### src/rtl/minero_pkg.sv
// -----------------------------------------------------------------------------
// minero_pkg
// Shared definitions for the nonce-search miner:
//   - estado_t : search FSM states (IDLE, BUSCA, VACIA, FIN)
//   - HASH_W, BLOQUE_W, TGT_W : hash, block header and target widths
//   - ucr_hash : the micro-UCR 24-bit hash of {bloque, nonce32}
//
// micro-UCR hash definition:
//   The message is the 128-bit word {bloque[95:0], nonce32[31:0]}, split
//   into 16 bytes, byte 0 being the least significant (nonce LSB first).
//   Starting from h = UCR_IV, for each byte b in order:
//       x = h ^ {b, b, b}
//       h = rotl24(x, 7) + (x >> 3) + UCR_K      (mod 2^24)
// -----------------------------------------------------------------------------
package minero_pkg;

    localparam int HASH_W   = 24;
    localparam int BLOQUE_W = 96;
    localparam int TGT_W    = 8;

    localparam logic [HASH_W-1:0] UCR_IV = 24'h5A3C96;
    localparam logic [HASH_W-1:0] UCR_K  = 24'h3779B9;

    typedef enum logic [1:0] {
        IDLE  = 2'd0,
        BUSCA = 2'd1,
        VACIA = 2'd2,
        FIN   = 2'd3
    } estado_t;

    function automatic logic [HASH_W-1:0] ucr_hash(
        input logic [BLOQUE_W-1:0] bloque,
        input logic [31:0]         nonce32
    );
        logic [BLOQUE_W+31:0] msg;
        logic [HASH_W-1:0]    h;
        logic [HASH_W-1:0]    x;
        msg = {bloque, nonce32};
        h   = UCR_IV;
        for (int i = 0; i < (BLOQUE_W + 32) / 8; i++) begin
            x = h ^ {3{msg[8*i +: 8]}};
            h = {x[16:0], x[23:17]} + {3'b000, x[23:3]} + UCR_K;
        end
        return h;
    endfunction

endpackage

### src/rtl/hash_core_ucr.sv
// -----------------------------------------------------------------------------
// hash_core_ucr
// Pipelined micro-UCR hash of {bloque, nonce}. The hash is evaluated in the
// first stage and then carried through HASH_LAT register stages in total,
// together with a valid tag and the nonce that produced it.
//
// Ports:
//   clk        in   clock, rising edge
//   reset      in   synchronous active-high; clears the valid tags
//   flush      in   clears the valid tags (discard in-flight work)
//   vld_in     in   a nonce is being issued this cycle
//   nonce_in   in   NONCE_W issued nonce
//   bloque     in   BLOQUE_W latched block header
//   vld_out    out  valid tag of the last stage
//   nonce_out  out  nonce carried with the last stage
//   hash_out   out  HASH_W hash of the last stage
// -----------------------------------------------------------------------------
module hash_core_ucr
    import minero_pkg::*;
#(
    parameter int NONCE_W  = 32,
    parameter int HASH_LAT = 1
) (
    input  logic                clk,
    input  logic                reset,
    input  logic                flush,
    input  logic                vld_in,
    input  logic [NONCE_W-1:0]  nonce_in,
    input  logic [BLOQUE_W-1:0] bloque,
    output logic                vld_out,
    output logic [NONCE_W-1:0]  nonce_out,
    output logic [HASH_W-1:0]   hash_out
);

    // The hash always consumes a 32-bit nonce field; narrower counters are
    // zero-extended, wider ones contribute only their low 32 bits.
    logic [31:0] nonce_w32;
    assign nonce_w32 = 32'(nonce_in);

    logic                vld_p   [HASH_LAT];
    logic [NONCE_W-1:0]  nonce_p [HASH_LAT];
    logic [HASH_W-1:0]   hash_p  [HASH_LAT];

    // ---- stage 0 .. HASH_LAT-1 : valid tags (control, resettable) ----
    always_ff @(posedge clk) begin
        if (reset || flush) begin
            for (int i = 0; i < HASH_LAT; i++) begin
                vld_p[i] <= 1'b0;
            end
        end else begin
            vld_p[0] <= vld_in;
            for (int i = 1; i < HASH_LAT; i++) begin
                vld_p[i] <= vld_p[i-1];
            end
        end
    end

    // ---- stage 0 .. HASH_LAT-1 : hash and nonce data ----
    always_ff @(posedge clk) begin
        hash_p[0]  <= ucr_hash(bloque, nonce_w32);
        nonce_p[0] <= nonce_in;
        for (int i = 1; i < HASH_LAT; i++) begin
            hash_p[i]  <= hash_p[i-1];
            nonce_p[i] <= nonce_p[i-1];
        end
    end

    assign vld_out   = vld_p[HASH_LAT-1];
    assign nonce_out = nonce_p[HASH_LAT-1];
    assign hash_out  = hash_p[HASH_LAT-1];

endmodule

### src/rtl/minero_nonce_param.sv
// -----------------------------------------------------------------------------
// minero_nonce_param
// Nonce search engine. On inicio it latches a block header, a per-byte
// target and the last nonce to try, then issues nonces 0, 1, 2, ... one per
// cycle into hash_core_ucr. A hash hits when each of its top N_TGT_BYTES
// bytes is strictly below the target. The first (lowest) hitting nonce is
// reported; if none hits up to nonce_max the search ends with encontrado=0.
//
// Optional feature: define ABORT_EN to add the abortar input, which ends an
// active search (BUSCA/VACIA) with encontrado=0 on the next cycle.
//
// Ports:
//   clk           in   clock, rising edge
//   reset         in   synchronous active-high reset
//   inicio        in   level start request (must be seen low between runs)
//   bloque_bytes  in   96-bit block header
//   target        in   8-bit per-byte threshold
//   nonce_max     in   NONCE_W last nonce to try, inclusive
//   abortar       in   (ABORT_EN only) abort the active search
//   ocupado       out  high while searching (BUSCA) or draining (VACIA)
//   terminado     out  search finished; held until inicio drops
//   encontrado    out  1 = hit, 0 = exhausted/aborted (valid with terminado)
//   hash          out  24-bit winning hash, 0 when encontrado=0
//   nonce_out     out  NONCE_W winning nonce, 0 when encontrado=0
// -----------------------------------------------------------------------------
module minero_nonce_param
    import minero_pkg::*;
#(
    parameter int NONCE_W     = 32,
    parameter int N_TGT_BYTES = 2,
    parameter int HASH_LAT    = 1
) (
    input  logic                clk,
    input  logic                reset,
    input  logic                inicio,
    input  logic [BLOQUE_W-1:0] bloque_bytes,
    input  logic [TGT_W-1:0]    target,
    input  logic [NONCE_W-1:0]  nonce_max,
`ifdef ABORT_EN
    input  logic                abortar,
`endif
    output logic                ocupado,
    output logic                terminado,
    output logic                encontrado,
    output logic [HASH_W-1:0]   hash,
    output logic [NONCE_W-1:0]  nonce_out
);

    localparam int N_HASH_BYTES = HASH_W / 8;

    // True when every one of the top N_TGT_BYTES bytes of h is below t.
    function automatic logic hash_hit(
        input logic [HASH_W-1:0] h,
        input logic [TGT_W-1:0]  t
    );
        logic ok;
        ok = 1'b1;
        for (int i = 0; i < N_HASH_BYTES; i++) begin
            if (i < N_TGT_BYTES && !(h[HASH_W-1-8*i -: 8] < t)) begin
                ok = 1'b0;
            end
        end
        return ok;
    endfunction

    estado_t              estado;
    logic [BLOQUE_W-1:0]  blk_q;
    logic [TGT_W-1:0]     tgt_q;
    logic [NONCE_W-1:0]   max_q;
    logic [NONCE_W-1:0]   cnt;
    logic [2:0]           drain;

    logic                 issue_vld;
    logic                 h_vld;
    logic [NONCE_W-1:0]   h_nonce;
    logic [HASH_W-1:0]    h_hash;
    logic                 hit;
    logic                 activo;
    logic                 abort_req;
    logic                 flush;

`ifdef ABORT_EN
    assign abort_req = abortar;
`else
    assign abort_req = 1'b0;
`endif

    assign issue_vld = (estado == BUSCA);
    assign activo    = (estado == BUSCA) || (estado == VACIA);
    assign hit       = h_vld && hash_hit(h_hash, tgt_q);
    // Anything still in flight behind a hit (or at an abort) is dropped so
    // that it can never leak into the next search.
    assign flush     = activo && (hit || abort_req);

    hash_core_ucr #(
        .NONCE_W  (NONCE_W),
        .HASH_LAT (HASH_LAT)
    ) u_hash (
        .clk       (clk),
        .reset     (reset),
        .flush     (flush),
        .vld_in    (issue_vld),
        .nonce_in  (cnt),
        .bloque    (blk_q),
        .vld_out   (h_vld),
        .nonce_out (h_nonce),
        .hash_out  (h_hash)
    );

    // ---- issue stage : search parameters captured at start ----
    always_ff @(posedge clk) begin
        if (estado == IDLE && inicio) begin
            blk_q <= bloque_bytes;
            tgt_q <= target;
            max_q <= nonce_max;
        end
    end

    // ---- control FSM with registered outputs ----
    always_ff @(posedge clk) begin
        if (reset) begin
            estado     <= IDLE;
            cnt        <= '0;
            drain      <= '0;
            ocupado    <= 1'b0;
            terminado  <= 1'b0;
            encontrado <= 1'b0;
            hash       <= '0;
            nonce_out  <= '0;
        end else begin
            case (estado)
                IDLE: begin
                    if (inicio) begin
                        cnt     <= '0;
                        ocupado <= 1'b1;
                        estado  <= BUSCA;
                    end
                end

                BUSCA, VACIA: begin
                    if (abort_req) begin
                        estado     <= FIN;
                        ocupado    <= 1'b0;
                        terminado  <= 1'b1;
                        encontrado <= 1'b0;
                        hash       <= '0;
                        nonce_out  <= '0;
                    end else if (hit) begin
                        estado     <= FIN;
                        ocupado    <= 1'b0;
                        terminado  <= 1'b1;
                        encontrado <= 1'b1;
                        hash       <= h_hash;
                        nonce_out  <= h_nonce;
                    end else if (estado == BUSCA) begin
                        // The counter stops on nonce_max so it never wraps.
                        if (cnt == max_q) begin
                            estado <= VACIA;
                            drain  <= 3'(HASH_LAT - 1);
                        end else begin
                            cnt <= cnt + NONCE_W'(1);
                        end
                    end else begin
                        // drain counts the cycles until the last issued
                        // nonce reaches the compare; at zero it is there now.
                        if (drain == 3'd0) begin
                            estado     <= FIN;
                            ocupado    <= 1'b0;
                            terminado  <= 1'b1;
                            encontrado <= 1'b0;
                            hash       <= '0;
                            nonce_out  <= '0;
                        end else begin
                            drain <= drain - 3'd1;
                        end
                    end
                end

                FIN: begin
                    if (!inicio) begin
                        estado     <= IDLE;
                        terminado  <= 1'b0;
                        encontrado <= 1'b0;
                        hash       <= '0;
                        nonce_out  <= '0;
                    end
                end

                default: begin
                    estado <= IDLE;
                end
            endcase
        end
    end

endmodule

### config.mk
export PLATFORM = sky130hd
export DESIGN_NAME = minero_nonce_param
export DESIGN_NICKNAME = d
export VERILOG_FILES = /design/src/rtl/minero_pkg.sv /design/src/rtl/hash_core_ucr.sv /design/src/rtl/minero_nonce_param.sv
export SDC_FILE = /design/constraint.sdc
export NUM_CORES = 2
export LEC_CHECK = 0
export ABC_AREA = 0
export BUFFER_PORTS_ARGS = -buffer_cell sky130_fd_sc_hd__buf_4
export CORE_MARGIN = 2
export CORE_UTILIZATION = 36
export DETAILED_ROUTE_END_ITERATION = 8
export HOLD_SLACK_MARGIN = 0.12
export PLACE_DENSITY = 0.63
export RECOVER_POWER = 50
export SLEW_MARGIN = 20
export SYNTH_ARGS = -nofsm -noshare
export SYNTH_HDL_FRONTEND = slang
export SYNTH_SLANG_ARGS = --single-unit
### constraint.sdc
create_clock -name clk -period 67.2 [get_ports clk]
set_input_delay 20.16 -clock clk [delete_from_list [all_inputs] [get_ports clk]]
set_output_delay 20.16 -clock clk [all_outputs]
set_load 0.02 [all_outputs]
==> run_results.csv <==
group,metric,value,unit
timing,fin_ws,22.80,ns
timing,fin_crit,44.40,ns
setup_path,max_stage_delay,0.56,ns
floorplan,dieArea,99600,µm²
cells_and_area,antennaDiodeCount,0,
floorplan,die_h,316,µm
logic_synthesis,synth_edf_count,136,
floorplan,rows,114,
cells_and_area,nNetsFinal,5099,
placement,dp_hpwl,82500,µm
clock_tree,cts_buffers,38,
run,maxCapViolCount,3,
timing,finalSetupTns,0,ns
clock_tree,cts.reportedPaths.clkPinSlew,0.06,ns
cells_and_area,final_common_cell,"ha_1",
cells_and_area,multiInputGateArea,25200,µm²
setup_path,endpoint_kind,"flip-flop",
setup_path,worstSetupPathType,"flip-flop to flip-flop",
timing,setup-violations-final,0,
cells_and_area,area.growth.synth_to_final,11.9,%
floorplan,die_w,316,µm
setup_path,worstPathArrival,44.84,ns
clock_tree,insertion_delay,0.59,ns
detailed_routing,wl,99200,µm
timing,slew_headroom,-150,%
timing,drv_slew,142,
clock_tree,postCtsSetupBuffers,0,
logic_synthesis,syn-cell-area,35000,µm²
timing,fmax,0.0225,GHz
setup_path,crit_required,67.64,ns
detailed_routing,drc,0,
global_route,grt_max_degree,77,
cells_and_area,register_area,7150,µm²
logic_synthesis,synth.ff_latch_count,289,
setup_path,crit_family,"compound AO/OA/AOI/OAI gates",
floorplan,ios,198,
clock_tree,ctsHoldBuffers,0,
placement,portBuffers,197,
setup_path,cp-start-kind,"flip-flop",
setup_path,crit_slowest_cell,"or4_1",
detailed_routing,antenna_left,0,
placement,gp_congestion,0.961,
logic_synthesis,seq_area_frac_synth,20.4,%
global_route,grt_usage,19.5,%
setup_path,crit_fanout,8,
detailed_routing,drtIter0Drc,1776,
cells_and_area,final_layout_size_suffix_gt1_share,6.66,%
cells_and_area,layout_common_cells,"ha_1, inv_1, xnor2_1",
clock_tree,cts_tree,"built",
timing,rsz0062_at_grt,"no",
timing,fin_skew,0.0336,ns
detailed_routing,wire_per_inst,17.8,µm
logic_synthesis,ys_warn_count,0,
placement,dp_worst_setup_slack,23.51,ns
outcome,status,"finished, violations left",
timing,worstMarginPinSlew,3.74,ns
global_route,grt_pass1_vias,28316,
timing,finalHoldViolCount,0,
timing,min_period_over_period,66.1,%
logic_synthesis,synthFlopType,"dfxtp_1",
setup_path,critPathBufInv,11,
detailed_routing,vias,28805,
outcome,violations,"capacitance limit, slew limit",
floorplan,core,96400,µm²
detailed_routing,dr.pass1.iters,5,
clock_tree,ctsHtreeMaxLevel,2,
detailed_routing,via_per_inst,5.17,
clock_tree,ctsResizeCount,0,
logic_synthesis,synth_cell_types,84,
logic_synthesis,avgSynthCellArea,8.58,µm²
global_route,grt_pass1_wl,154000,µm
logic_synthesis,synth_nets,4910,
global_route,grt_antenna_before_repair,5,
clock_tree,cts_root_buf,"clkbuf_16",
setup_path,r2r_slack,22.80,ns
cells_and_area,n_fill_cell,9749,
floorplan,start_util,36.3,%
logic_synthesis,synthCells,4076,
clock_tree,clock_sinks,289,
global_route,grt.overflow.total,0,
worst_hold_path,hp-class,"flip-flop to flip-flop",
clock_tree,max-clock-path-buffers,3,
logic_synthesis,async_flop_share,0,%
setup_path,cp_common_cell,"ha_1",
logic make-up (layout without fill, tap and decap cells):
family,count (synthesis),count (layout),share of synthesized area [%]
buf+inv,691,910,7.50
flops,289,289,20.4
xor+xnor,780,780,19.7
simple gates,739,739,10.3
compound gates,875,875,16.7
mux,5,5,0.143
fa+ha+maj,697,697,25.3
cell usage after synthesis (6+ instances only):
master,number,share of area (%)
nand2_1,167,1.8
a221oi_1,6,0.15
nand2b_1,40,0.72
and2_1,14,0.25
nor2_1,208,2.2
nor4_1,20,0.36
o21ai_0,106,1.5
and3_1,29,0.52
buf_2,22,0.31
o31ai_1,16,0.34
clkbuf_1,37,0.40
a311o_1,10,0.29
nor2b_1,35,0.63
nor3_1,52,0.74
inv_1,628,6.7
nand3_1,66,0.94
a211oi_1,30,0.64
ha_1,680,24
o41ai_1,8,0.20
o22ai_1,6,0.11
o211ai_1,13,0.28
xnor2_1,471,12
or3_1,27,0.48
fa_1,15,0.86
o21a_1,45,0.97
a31o_2,10,0.25
a22oi_1,59,1.3
a2111oi_0,7,0.18
a21oi_1,258,3.7
dfxtp_1,153,8.8
o21bai_1,37,0.79
edfxtp_1,136,12
nand4_1,27,0.48
a31oi_1,41,0.73
a211o_1,13,0.33
a21o_1,143,3.1
or4_1,12,0.26
xor2_1,306,7.7
and4_1,10,0.25
or2_2,14,0.25
final cells by class:
type                            count  share of cell area, %
Multi-Input combinational cell   3096                   64.4
Timing Repair Buffer              212                   3.84
Clock buffer                       48                   2.71
Inverter                          628                   6.03
Tap cell                         1276                   4.08
Sequential cell                   289                   18.3
Clock inverter                     22                  0.637
through the flow:
stage | std cells | utilization [%] | hold WS [ns] | area (µm²)
2_1_floorplan | 4076 | - | 0.326 | 35000
3_3_place_gp | 5501 | 39.3 | 0.450 | 37900
3_5_place_dp | 5501 | 39.3 | 0.453 | 37900
4_1_cts | 5571 | 40.7 | 0.464 | 39200
5_1_grt | 5571 | 40.6 | 0.494 | 39100
6_report | 5571 | 40.6 | 0.462 | 39100
worst paths after layout:
check | from | endpoint | cells after the start
worst min-delay path | terminado$_SDFFE_PP0P_ | terminado$_SDFFE_PP0P_ | 2
worst min register to register | terminado$_SDFFE_PP0P_ | terminado$_SDFFE_PP0P_ | 2
worst max-delay path | cnt[6]$_SDFFE_PP0P_ | u_hash.hash_p[0][23]$_DFF_P_ | 182
worst max register to register | cnt[6]$_SDFFE_PP0P_ | u_hash.hash_p[0][23]$_DFF_P_ | 182
sequential cells by signal, indices dropped and copies added, names as in the netlist:
signal          flops
max_q              32
estado              2
hash               24
drain               3
terminado           1
u_hash.vld_p        1
tgt_q               8
u_hash.hash_p      24
cnt                32
ocupado             1
nonce_out          32
u_hash.nonce_p     32
blk_q              96
encontrado          1
per-layer routing:
layer,track usage [%],up-vias,part of all wire [%],routed length (µm)
li1,-,14432,-,-
met1,25.1,13450,45,44400
met2,33.2,737,47,46300
met3,3.25,182,5.2,5130
met4,6.37,4,3.3,3260
met5,0,-,0.023,23
worst reg2reg max path: cells and delay by family, from the launching register on:
| family | cells | cell delay (ns) |
|---|---|---|
| compound gates | 97 | 24.47 |
| xor+xnor | 14 | 2.69 |
| fa+ha+maj | 37 | 11.29 |
| buf+inv | 11 | 0.84 |
| flops | 1 | 0.54 |
| mux | 1 | 0.22 |
| simple gates | 22 | 4.22 |
Power is left out: the tool's default activity adds up to more than one toggle a clock period on the data nets, which glitch-free logic cannot reach.
